`config.mk`:
```
export PLATFORM = sky130hd
export DESIGN_NAME = fifo_wr_arbiter_flat
export DESIGN_NICKNAME = d
export VERILOG_FILES = /design/src/rtl/fifo_wr_arbiter_if.sv /design/src/rtl/fifo_wr_arbiter.sv /design/src/flat_wrapper.sv
export SDC_FILE = /design/constraint.sdc
export NUM_CORES = 1
export LEC_CHECK = 0
export CAP_MARGIN = 40
export CORE_UTILIZATION = 39
export CTS_BUF_LIST = sky130_fd_sc_hd__clkbuf_4
export DETAILED_ROUTE_END_ITERATION = 10
export HOLD_SLACK_MARGIN = 0.02
export PLACE_DENSITY_LB_ADDON = 0.15
export SLEW_MARGIN = 15
export SYNTH_ARGS = -nofsm -noshare
export SYNTH_HDL_FRONTEND = slang
export SYNTH_SLANG_ARGS = --single-unit
export TNS_END_PERCENT = 10
```
`constraint.sdc`:
```
create_clock -name clk -period 2.8 [get_ports clk]
set_input_delay 0.28 -clock clk [delete_from_list [all_inputs] [get_ports clk]]
set_output_delay 0.28 -clock clk [all_outputs]
set_load 0.01 [all_outputs]
```
`src/rtl/fifo_wr_arbiter_if.sv`:
```
// Producer-side and FIFO-side signals of the write arbiter, bundled as one interface.
// master = the arbiter, slave = the surrounding producers + FIFO (or a testbench).
interface fifo_wr_arbiter_if #(
    parameter int WIDTH = 8,
    parameter int NREQ  = 4
);
    localparam int IDW = $clog2(NREQ);

    logic [NREQ-1:0]       req_valid;
    logic [NREQ*WIDTH-1:0] req_data;
    logic [NREQ-1:0]       req_ready;
    logic                  fifo_wr_en;
    logic [WIDTH-1:0]      fifo_wr_data;
    logic                  fifo_full;
    logic [IDW-1:0]        grant_id;
    logic                  busy;

    modport master (
        input  req_valid, req_data, fifo_full,
        output req_ready, fifo_wr_en, fifo_wr_data, grant_id, busy
    );

    modport slave (
        output req_valid, req_data, fifo_full,
        input  req_ready, fifo_wr_en, fifo_wr_data, grant_id, busy
    );
endinterface

```
`src/rtl/fifo_wr_arbiter.sv`:
```
// Round-robin arbiter funnelling NREQ valid/ready producers into one FIFO write port.
// A grant lasts until MAX_BURST beats have moved or the owner drops valid; the
// released producer then has lowest priority for the next arbitration.
module fifo_wr_arbiter #(
    parameter int WIDTH     = 8,
    parameter int NREQ      = 4,
    parameter int MAX_BURST = 4
) (
    input  logic              clk,
    input  logic              rst,
    fifo_wr_arbiter_if.master bus
);
    localparam int IDW = $clog2(NREQ);
    localparam int CW  = 4;   // burst counter, holds 0..15

    typedef enum logic {
        ST_IDLE = 1'b0,
        ST_OWN  = 1'b1
    } state_t;

    state_t          r_state;
    logic [IDW-1:0]  r_grant_id;
    logic [IDW-1:0]  r_rr_ptr;
    logic [CW-1:0]   r_burst_cnt;

    logic            w_own;
    logic            w_owner_valid;
    logic            w_xfer;
    logic            w_last_beat;
    logic            w_any_valid;
    logic [IDW-1:0]  w_pick;
    logic [IDW-1:0]  w_next_rr;

    // (base + offs) mod NREQ for offs in 0..NREQ-1; NREQ need not be a power of two.
    function automatic logic [IDW-1:0] wrap_add(input logic [IDW-1:0] base, input int offs);
        int sum;
        sum = int'(base) + offs;
        if (sum >= NREQ) begin
            sum = sum - NREQ;
        end
        return IDW'(sum);
    endfunction

    // Circular search for the first valid producer at or after r_rr_ptr.
    always_comb begin
        // NOTE: every always_comb output gets a default first so no path leaves it
        // unassigned; a missing default here would infer a latch.
        w_pick      = '0;
        w_any_valid = 1'b0;
        // Walk from the farthest offset back to the nearest so the nearest valid wins.
        for (int k = NREQ - 1; k >= 0; k--) begin
            if (bus.req_valid[wrap_add(r_rr_ptr, k)]) begin
                w_pick      = wrap_add(r_rr_ptr, k);
                w_any_valid = 1'b1;
            end
        end
    end

    // Reset gates the handshake immediately so no beat moves in the reset cycle.
    assign w_own         = (r_state == ST_OWN) && !rst;
    assign w_owner_valid = bus.req_valid[r_grant_id];
    assign w_xfer        = w_own && w_owner_valid && !bus.fifo_full;
    assign w_last_beat   = (r_burst_cnt == CW'(MAX_BURST - 1));
    assign w_next_rr     = wrap_add(r_grant_id, 1);

    // Handshake outputs: only the owner sees ready, and only while the FIFO has room.
    always_comb begin
        bus.req_ready = '0;
        if (w_own && !bus.fifo_full) begin
            bus.req_ready[r_grant_id] = 1'b1;
        end
        bus.fifo_wr_en   = w_xfer;
        bus.fifo_wr_data = bus.req_data[r_grant_id*WIDTH +: WIDTH];
    end

    assign bus.grant_id = r_grant_id;
    assign bus.busy     = (r_state == ST_OWN);

    // IDLE/OWN state machine with grant, burst counter and round-robin pointer.
    always_ff @(posedge clk) begin
        // NOTE: clocked state uses non-blocking assignments so every register samples
        // values from before the edge, independent of statement order.
        if (rst) begin
            r_state     <= ST_IDLE;
            r_grant_id  <= '0;
            r_rr_ptr    <= '0;
            r_burst_cnt <= '0;
        end else begin
            case (r_state)
                ST_IDLE: begin
                    if (w_any_valid) begin
                        r_state     <= ST_OWN;
                        r_grant_id  <= w_pick;
                        r_burst_cnt <= '0;
                    end
                end
                ST_OWN: begin
                    if (!w_owner_valid) begin
                        // Owner gave up (even while the FIFO is full): release.
                        r_state     <= ST_IDLE;
                        r_rr_ptr    <= w_next_rr;
                        r_burst_cnt <= '0;
                    end else if (w_xfer) begin
                        if (w_last_beat) begin
                            r_state     <= ST_IDLE;
                            r_rr_ptr    <= w_next_rr;
                            r_burst_cnt <= '0;
                        end else begin
                            r_burst_cnt <= r_burst_cnt + CW'(1);
                        end
                    end
                    // FIFO full with owner still valid: hold grant and count.
                end
            endcase
        end
    end
endmodule
```
`src/flat_wrapper.sv`:
```
// flat-port wrapper written by rule: the top's interface ports become plain ports
module fifo_wr_arbiter_flat 
#(
    parameter int WIDTH     = 8,
    parameter int NREQ      = 4,
    parameter int MAX_BURST = 4
)
  (clk, rst, bus_req_valid, bus_req_data, bus_fifo_full, bus_req_ready, bus_fifo_wr_en, bus_fifo_wr_data, bus_grant_id, bus_busy);
  fifo_wr_arbiter_if #(.WIDTH(WIDTH), .NREQ(NREQ)) bus_i ();
  input  logic clk;
  input  logic rst;
  input wire logic [$bits(bus_i.req_valid)-1:0] bus_req_valid;
  input wire logic [$bits(bus_i.req_data)-1:0] bus_req_data;
  input wire logic [$bits(bus_i.fifo_full)-1:0] bus_fifo_full;
  output wire logic [$bits(bus_i.req_ready)-1:0] bus_req_ready;
  output wire logic [$bits(bus_i.fifo_wr_en)-1:0] bus_fifo_wr_en;
  output wire logic [$bits(bus_i.fifo_wr_data)-1:0] bus_fifo_wr_data;
  output wire logic [$bits(bus_i.grant_id)-1:0] bus_grant_id;
  output wire logic [$bits(bus_i.busy)-1:0] bus_busy;
  assign bus_i.req_valid = bus_req_valid;
  assign bus_i.req_data = bus_req_data;
  assign bus_i.fifo_full = bus_fifo_full;
  assign bus_req_ready = bus_i.req_ready;
  assign bus_fifo_wr_en = bus_i.fifo_wr_en;
  assign bus_fifo_wr_data = bus_i.fifo_wr_data;
  assign bus_grant_id = bus_i.grant_id;
  assign bus_busy = bus_i.busy;
  fifo_wr_arbiter #(.WIDTH(WIDTH), .NREQ(NREQ), .MAX_BURST(MAX_BURST)) u_core (.clk(clk), .rst(rst), .bus(bus_i));
endmodule
```
==> results.md, run 1 <==
- Largest fanout on the critical path: 9
- Count of vias placed by the detailed router: 934
- Net switching power: 0.134 mW
- Avg Inst Size Synth: 10.1 µm²
- Most common library cells after synthesis: 9 x dfxtp_1, 9 x mux4_2, 6 x a21oi_1, 6 x inv_1
- Biggest cell delay along the critical path: 0.62 ns
- Initial antenna violation count: 0
- Kind of path behind the tightest hold check: flip-flop to flip-flop
- PD cells: 321 nW/µm²
- Remaining DRCs: 0
- Total area of sequential cells: 180 µm²
- Primary FF master, synth: dfxtp_1
- Post CTS Setup Buffer Count: 0
- Max-cap check violation count: 0
- Worst setup SP type: input port
- Largest net degree at the start of global routing: 17
- Via count of the first global-routing pass: 879
- CTS buffer count: 3
- Final clock period utilization by the worst path: 85.7%
- All-layer global routing usage: 22.3%
- Final core utilization: 72.5%
- Antenna Nets Post-Route: 0
- Top-area cell type share of the netlist area: 24.5%
- Total number of clock tree sinks: 9
- Total area of multi-input combinational cells: 607 µm²
- Sort of element at the end of the critical path: output port
- Flop pwr share: 31.3%
- Clock network fraction of total power: 24.7%
- Post-synthesis to final-layout area growth: 73.7%
- Time the final worst path needs with I/O delays and setup: 2.40 ns
- Routed WL: 2550 µm
- Series of cell instances along the critical path: clkdlybuf4s50_1, mux4_2, nand3_1, inv_1, clkdlybuf4s50_1
- Post-DP HPWL: 2020 µm
- Setup repair after global routing missed its margin: no
- WL/cell: 15.4 µm
- Measured slew at the worst slew-check pin: 0.664 ns
- Post-CTS Hold Buffers: 0
- Clock latency at the later pin of the worst-skew pair: 0.27 ns
- Horizontal die dimension: 48.1 µm
- Async set-reset flop share out of synthesis: 0%
- Fin nets: 184
- Die area: 2310 µm²
- Clock tree from TritonCTS: yes
- Antenna diodes: 0
- Layout Skew: 0.00292 ns
- Max Freq: 417 MHz
- Maximum resistive drop on vdd: 0.376 mV
- Core Area: 1980 µm²
- Synth Net Count: 126
- Max-slew headroom: 55.3%
- Clock edge transition at the registers on the reported setup and hold paths: 0.06 ns
- Height of the die: 48.1 µm
- Maximum level of the CTS H-tree: 1
- Post-synthesis cell count: 82
- Worst path slowest cell: mux4_2
- Global-route wire length before repair: 3640 µm
- Critical path data arrival time: 2.12 ns
- IO buf count: 54
- Routability congestion estimate from global placement: 0.821
- Critical path start-end classification: input port to output port
- Part of the total power dissipated in combinational logic: 44.0%
- Yosys warns: 0
- Count of pins over their slew limit: 0
- Sw frac: 29.0%
- LEAKAGE: 0.571 nW
- Fill cells: 161
- Worst path required time: 2.52 ns
- Count of boundary I/O pins: 55
- Quantity of gates resized following cts: 0
- Number of synthesized register bits: 9
- CTS Root Buffer Type: clkbuf_4
- Sequential element share of the synthesized area: 21.8%
- Post-synthesis cell type with the largest combined area: mux4_2
- Hold Violations, Final: 0
- Aggregate global routing overflow: 0
- Synth top area cells: mux4_2 25%, dfxtp_1 22%, ha_1 7.6%, and3_1 3.8%, a21oi_1 3.6%
- Drt via density: 5.63
- Outcome: finished, final reports clean
- First-iteration detailed-routing DRC count: 20
- Layout cell share with drive strength beyond 1: 14.4%
- Core Rows: 16
- Initial cell density of the core: 41.7%
- Pint: 0.328 mW
- Setup-violating endpoint count in the final report: 0
- Cell occurring most often along the worst timing path: clkdlybuf4s50_1
- TNS Setup: 0 ns
- Post-synthesis instance area: 827 µm²
- Cell variety after synth: 32
- Router iterations before antenna repair: 4
- Number of synthesized flops with an enable pin: 0
- Clock Path Buffers: 2
==> path summary, 6_finish.rpt <==
path                                from               endpoint  slack [ns]  cells after the start
setup reg to reg  u_core.bus.grant_id[0]  u_core.r_burst_cnt[1]        1.16                      4
setup / recovery        bus_req_valid[0]         bus_fifo_wr_en        0.40                      5
hold reg to reg       u_core.r_rr_ptr[0]     u_core.r_rr_ptr[0]        0.49                      1
hold / removal        u_core.r_rr_ptr[0]     u_core.r_rr_ptr[0]        0.49                      1
==> registers in the layout (all words and copies together), names as in the netlist <==
signal	cells
u_core.bus.busy	1
u_core.r_rr_ptr	2
u_core.r_burst_cnt	4
u_core.bus.grant_id	2
==> cell usage in the layout, fill, tap and decap left out, drive strengths merged <==
cell           Yosys  final
or3b               1      1
a31oi              2      2
and4b              1      1
o22ai              3      3
o2bb2ai            1      1
o211ai             1      1
mux4               9      9
o21ai              3      3
ha                 5      5
mux2               1      1
nand3b             3      3
inv                6      6
a21o               1      1
o221ai             2      2
a21oi              6      6
a22oi              1      1
nand3              2      2
nor2               2      2
mux2i              2      2
buf                3      3
a41o               1      1
o21a               3      3
or2                1      1
clkbuf             1      4
clkdlybuf4s50      0     54
dfxtp              9      9
and3               5      5
nor3b              2      2
nor4               1      1
nand2b             1      1
nand2              2      2
o31ai              1      1
==> layer usage <==
layer | share of wire, % | GRT usage [%]
met4 | 2.7 | 11.1
met2 | 48 | 41.9
met3 | 9.0 | 3.77
met1 | 40 | 23.5
met5 | 0 | 0
==> per-stage QoR <==
step | std cells | instance area (µm²) | power (mW) | hold WS (ns) | setup WS (ns)
after detailed placement | 162 | 1410 | 0.350 | 0.479 | 0.429
after global placement | 162 | 1410 | 0.344 | 0.477 | 0.459
after CTS | 166 | 1440 | 0.463 | 0.494 | 0.415
after floorplan | 82 | 827 | 0.238 | 0.453 | 1.11
after global routing | 166 | 1440 | 0.485 | 0.512 | 0.345
final | 166 | 1440 | 0.461 | 0.491 | 0.400
==> worst max-delay path: cells and delay by family <==
family,cells,cell delay [ns]
multiplexers,1,0.62
buffers and inverters,3,1.04
AND/OR/NAND/NOR,1,0.18
==> power groups by stage <==
| stage | Combinational, mW | Clock (mW) | Sequential (mW) |
|---|---|---|---|
| after floorplan | 0.0909 | 0 | 0.147 |
| after global placement | 0.197 | 0 | 0.147 |
| after detailed placement | 0.203 | 0 | 0.147 |
| after CTS | 0.204 | 0.114 | 0.144 |
| after global routing | 0.221 | 0.118 | 0.146 |
| final | 0.203 | 0.114 | 0.144 |
==> kinds of logic (layout without fill, tap and decap cells) <==
| group | after synthesis | after routing | synth area share [%] |
|---|---|---|---|
| compound gates | 25 | 25 | 21.6 |
| fa+ha+maj | 5 | 5 | 7.56 |
| buf+inv | 10 | 67 | 4.84 |
| flops | 9 | 9 | 21.8 |
| mux | 12 | 12 | 28.3 |
| simple gates | 21 | 21 | 15.9 |
==> layout make-up <==
class | count | area share (%)
multi-input cells | 63 | 42.2
repair buffers | 57 | 39.2
flip-flops and latches | 9 | 12.5
well taps | 27 | 2.35
clock buffers | 4 | 2.09
inverters | 6 | 1.57
(Power assumes the default switching activity.)
==> run 2: changes to the inputs <==
--- a/config.mk
+++ b/config.mk
@@ -11,6 +11,7 @@
 export DETAILED_ROUTE_END_ITERATION = 10
 export HOLD_SLACK_MARGIN = 0.02
 export PLACE_DENSITY_LB_ADDON = 0.15
+export SETUP_SLACK_MARGIN = 0.1
 export SLEW_MARGIN = 15
 export SYNTH_ARGS = -nofsm -noshare
 export SYNTH_HDL_FRONTEND = slang
==> results of run 2 <==
Same layout as run 1: the final DEF is identical, and so are final timing and power.
==> run 3: changes to the inputs <==
--- a/config.mk
+++ b/config.mk
@@ -6,10 +6,10 @@
 export NUM_CORES = 1
 export LEC_CHECK = 0
 export CAP_MARGIN = 40
+export CORE_ASPECT_RATIO = 0.8
 export CORE_UTILIZATION = 39
 export CTS_BUF_LIST = sky130_fd_sc_hd__clkbuf_4
 export DETAILED_ROUTE_END_ITERATION = 10
-export HOLD_SLACK_MARGIN = 0.02
 export PLACE_DENSITY_LB_ADDON = 0.15
 export SETUP_SLACK_MARGIN = 0.1
 export SLEW_MARGIN = 15
==> run 3 against run 2 <==
Combinational power barely moved. Critical path depth unchanged. Hold slack improved by 0.012 ns. Die area about the same. Critical endpoint unchanged. Maximum frequency up 0.20%. Flip-flop and latch count unchanged.
==> results.md, run 3 (synthesis gave the netlist of run 1 again) <==
- Count of pins over their slew limit: 0
- Fin nets: 184
- Part of the total power dissipated in combinational logic: 44.7%
- Quantity of gates resized following cts: 0
- Horizontal die dimension: 53.5 µm
- Clock Path Buffers: 2
- Max-slew headroom: 55.4%
- Global-route wire length before repair: 4190 µm
- PD cells: 314 nW/µm²
- CTS Root Buffer Type: clkbuf_4
- Setup slack of the worst register-to-register path: 1.12 ns
- Sort of element at the end of the critical path: output port
- TNS Setup: 0 ns
- Initial cell density of the core: 42.5%
- Hold path endpoint: u_core.r_rr_ptr[0]
- Max reg flops: 4
- End of the worst register-to-register path: u_core.r_burst_cnt[3]
- Post CTS Setup Buffer Count: 0
- Max-cap check violation count: 0
- Routed WL: 2780 µm
- IO buf count: 54
- Setup repair after global routing missed its margin: no
- Routability congestion estimate from global placement: 0.916
- Worst path required time: 2.52 ns
- Worst hold path cell count: 1
- Placed cell area: 1400 µm²
- Worst slack at placement: 0.411 ns
- Critical path start-end classification: input port to output port
- Maximum level of the CTS H-tree: 1
- Hold Violations, Final: 0
- WL/cell: 17.1 µm
- Core Area: 1940 µm²
- LEAKAGE: 0.570 nW
- Sw frac: 29.8%
- Series of cell instances along the critical path: clkdlybuf4s50_1, mux4_2, nand3_1, inv_1, clkdlybuf4s50_1
- Drt via density: 5.74
- Height of the die: 43.2 µm
- Die area: 2310 µm²
- Post-synthesis to final-layout area growth: 72.9%
- CTS buffer count: 3
- Clock tree from TritonCTS: yes
- Net switching power: 0.134 mW
- Clock network fraction of total power: 22.7%
- First-iteration detailed-routing DRC count: 26
- Fin area: 1430 µm²
- Cell occurring most often along the worst timing path: clkdlybuf4s50_1
- Layout cell share with drive strength beyond 1: 14.4%
- Worst setup SP type: input port
- Count of boundary I/O pins: 55
- All-layer global routing usage: 25.8%
- Final Hold Slack: 0.503 ns
- Post-DP HPWL: 2330 µm
- Biggest cell delay along the critical path: 0.63 ns
- Outcome: finished, final reports clean
- Flop pwr share: 32.7%
- Cell family with most CP delay: buffers and inverters
- Combined buffer and inverter count along the critical path: 3
- Maximum resistive drop on vdd: 0.286 mV
- Commonest non-fill, non-tap cell in the layout: clkdlybuf4s50_1
- Router iterations before antenna repair: 4
- Total number of clock tree sinks: 9
- Register name with the most flops: u_core.r_burst_cnt
- Worst path slowest cell: mux4_2
- Core Rows: 14
- Slack of the critical path: 0.404 ns
- Placed cells: 159
- Worst flop-to-flop path startpoint: u_core.bus.grant_id[1]
- Final total power: 0.449 mW
- Post-CTS Hold Buffers: 0
- Count of vias placed by the detailed router: 936
- Pint: 0.316 mW
- Layout Cells excl Fill: 163
- Clock latency at the later pin of the worst-skew pair: 0.27 ns
- Time the final worst path needs with I/O delays and setup: 2.40 ns
- Layout Skew: 0.00140 ns
- Initial antenna violation count: 0
- Kind of path behind the tightest hold check: flip-flop to flip-flop
- Critical hold path startpoint: u_core.r_rr_ptr[0]
- Measured slew at the worst slew-check pin: 0.663 ns
- Aggregate global routing overflow: 0
- Max Freq: 417 MHz
- Via count of the first global-routing pass: 903
- Largest net degree at the start of global routing: 17
- Logic depth of the worst register-to-register path: 4
- Clock edge transition at the registers on the reported setup and hold paths: 0.06 ns
- Antenna diodes: 0
- Antenna Nets Post-Route: 0
- Final core utilization: 73.6%
- Remaining DRCs: 0
- Most frequent cells in the layout: 54 x clkdlybuf4s50_1, 9 x mux4_2, 9 x dfxtp_1, 6 x inv_1, 6 x a21oi_1
- Final clock period utilization by the worst path: 85.6%
- Setup-violating endpoint count in the final report: 0
- Critical path data arrival time: 2.12 ns
- Largest fanout on the critical path: 9
## run 3: worst reg2reg max path, stage by stage (launching register included)
cell and delay [ns]:
dfxtp_1 0.53, mux4_2 0.48, a22oi_4 0.25, o22ai_1 0.11
a21o_1 0.19
## run 3: power by group through the flow
| stage | Sequential [mW] | Combinational, mW | Clock, mW |
|---|---|---|---|
| after floorplan | 0.147 | 0.0909 | 0 |
| after global placement | 0.149 | 0.194 | 0 |
| after detailed placement | 0.150 | 0.202 | 0 |
| after CTS | 0.147 | 0.202 | 0.106 |
| after global routing | 0.149 | 0.214 | 0.114 |
| final | 0.147 | 0.201 | 0.102 |
## run 3: per-layer routing
layer | wire (µm) | track usage, % | vias up
li1 | - | - | 443
met1 | 1090 | 30.6 | 444
met2 | 1420 | 42.3 | 39
met3 | 178 | 8.96 | 10
met4 | 88 | 9.47 | 0
met5 | 0 | 0 | -
## run 3: worst max-delay path by stage
| stage | endpoint | from | depth (start not counted) |
|---|---|---|---|
| 6_report | bus_fifo_wr_en | bus_req_valid[3] | 5 |
| 5_1_grt | bus_fifo_wr_en | bus_req_valid[3] | 5 |
| 4_1_cts | bus_fifo_wr_en | bus_req_valid[3] | 5 |
| 3_5_place_dp | bus_fifo_wr_en | bus_req_valid[3] | 5 |
| 3_3_place_gp | bus_fifo_wr_en | bus_req_valid[3] | 5 |
| 2_1_floorplan | u_core.r_burst_cnt[1] | u_core.bus.grant_id[0] | 4 |
## run 3: layout make-up
| class | instances | area, µm² |
|---|---|---|
| Multi-Input combinational cell | 63 | 607 |
| Sequential cell | 9 | 180 |
| Inverter | 6 | 22.5 |
| Clock inverter | 1 | 5.00 |
| Fill cell | 146 | 514 |
| Clock buffer | 3 | 22.5 |
| Tap cell | 24 | 30.0 |
| Timing Repair Buffer | 57 | 563 |
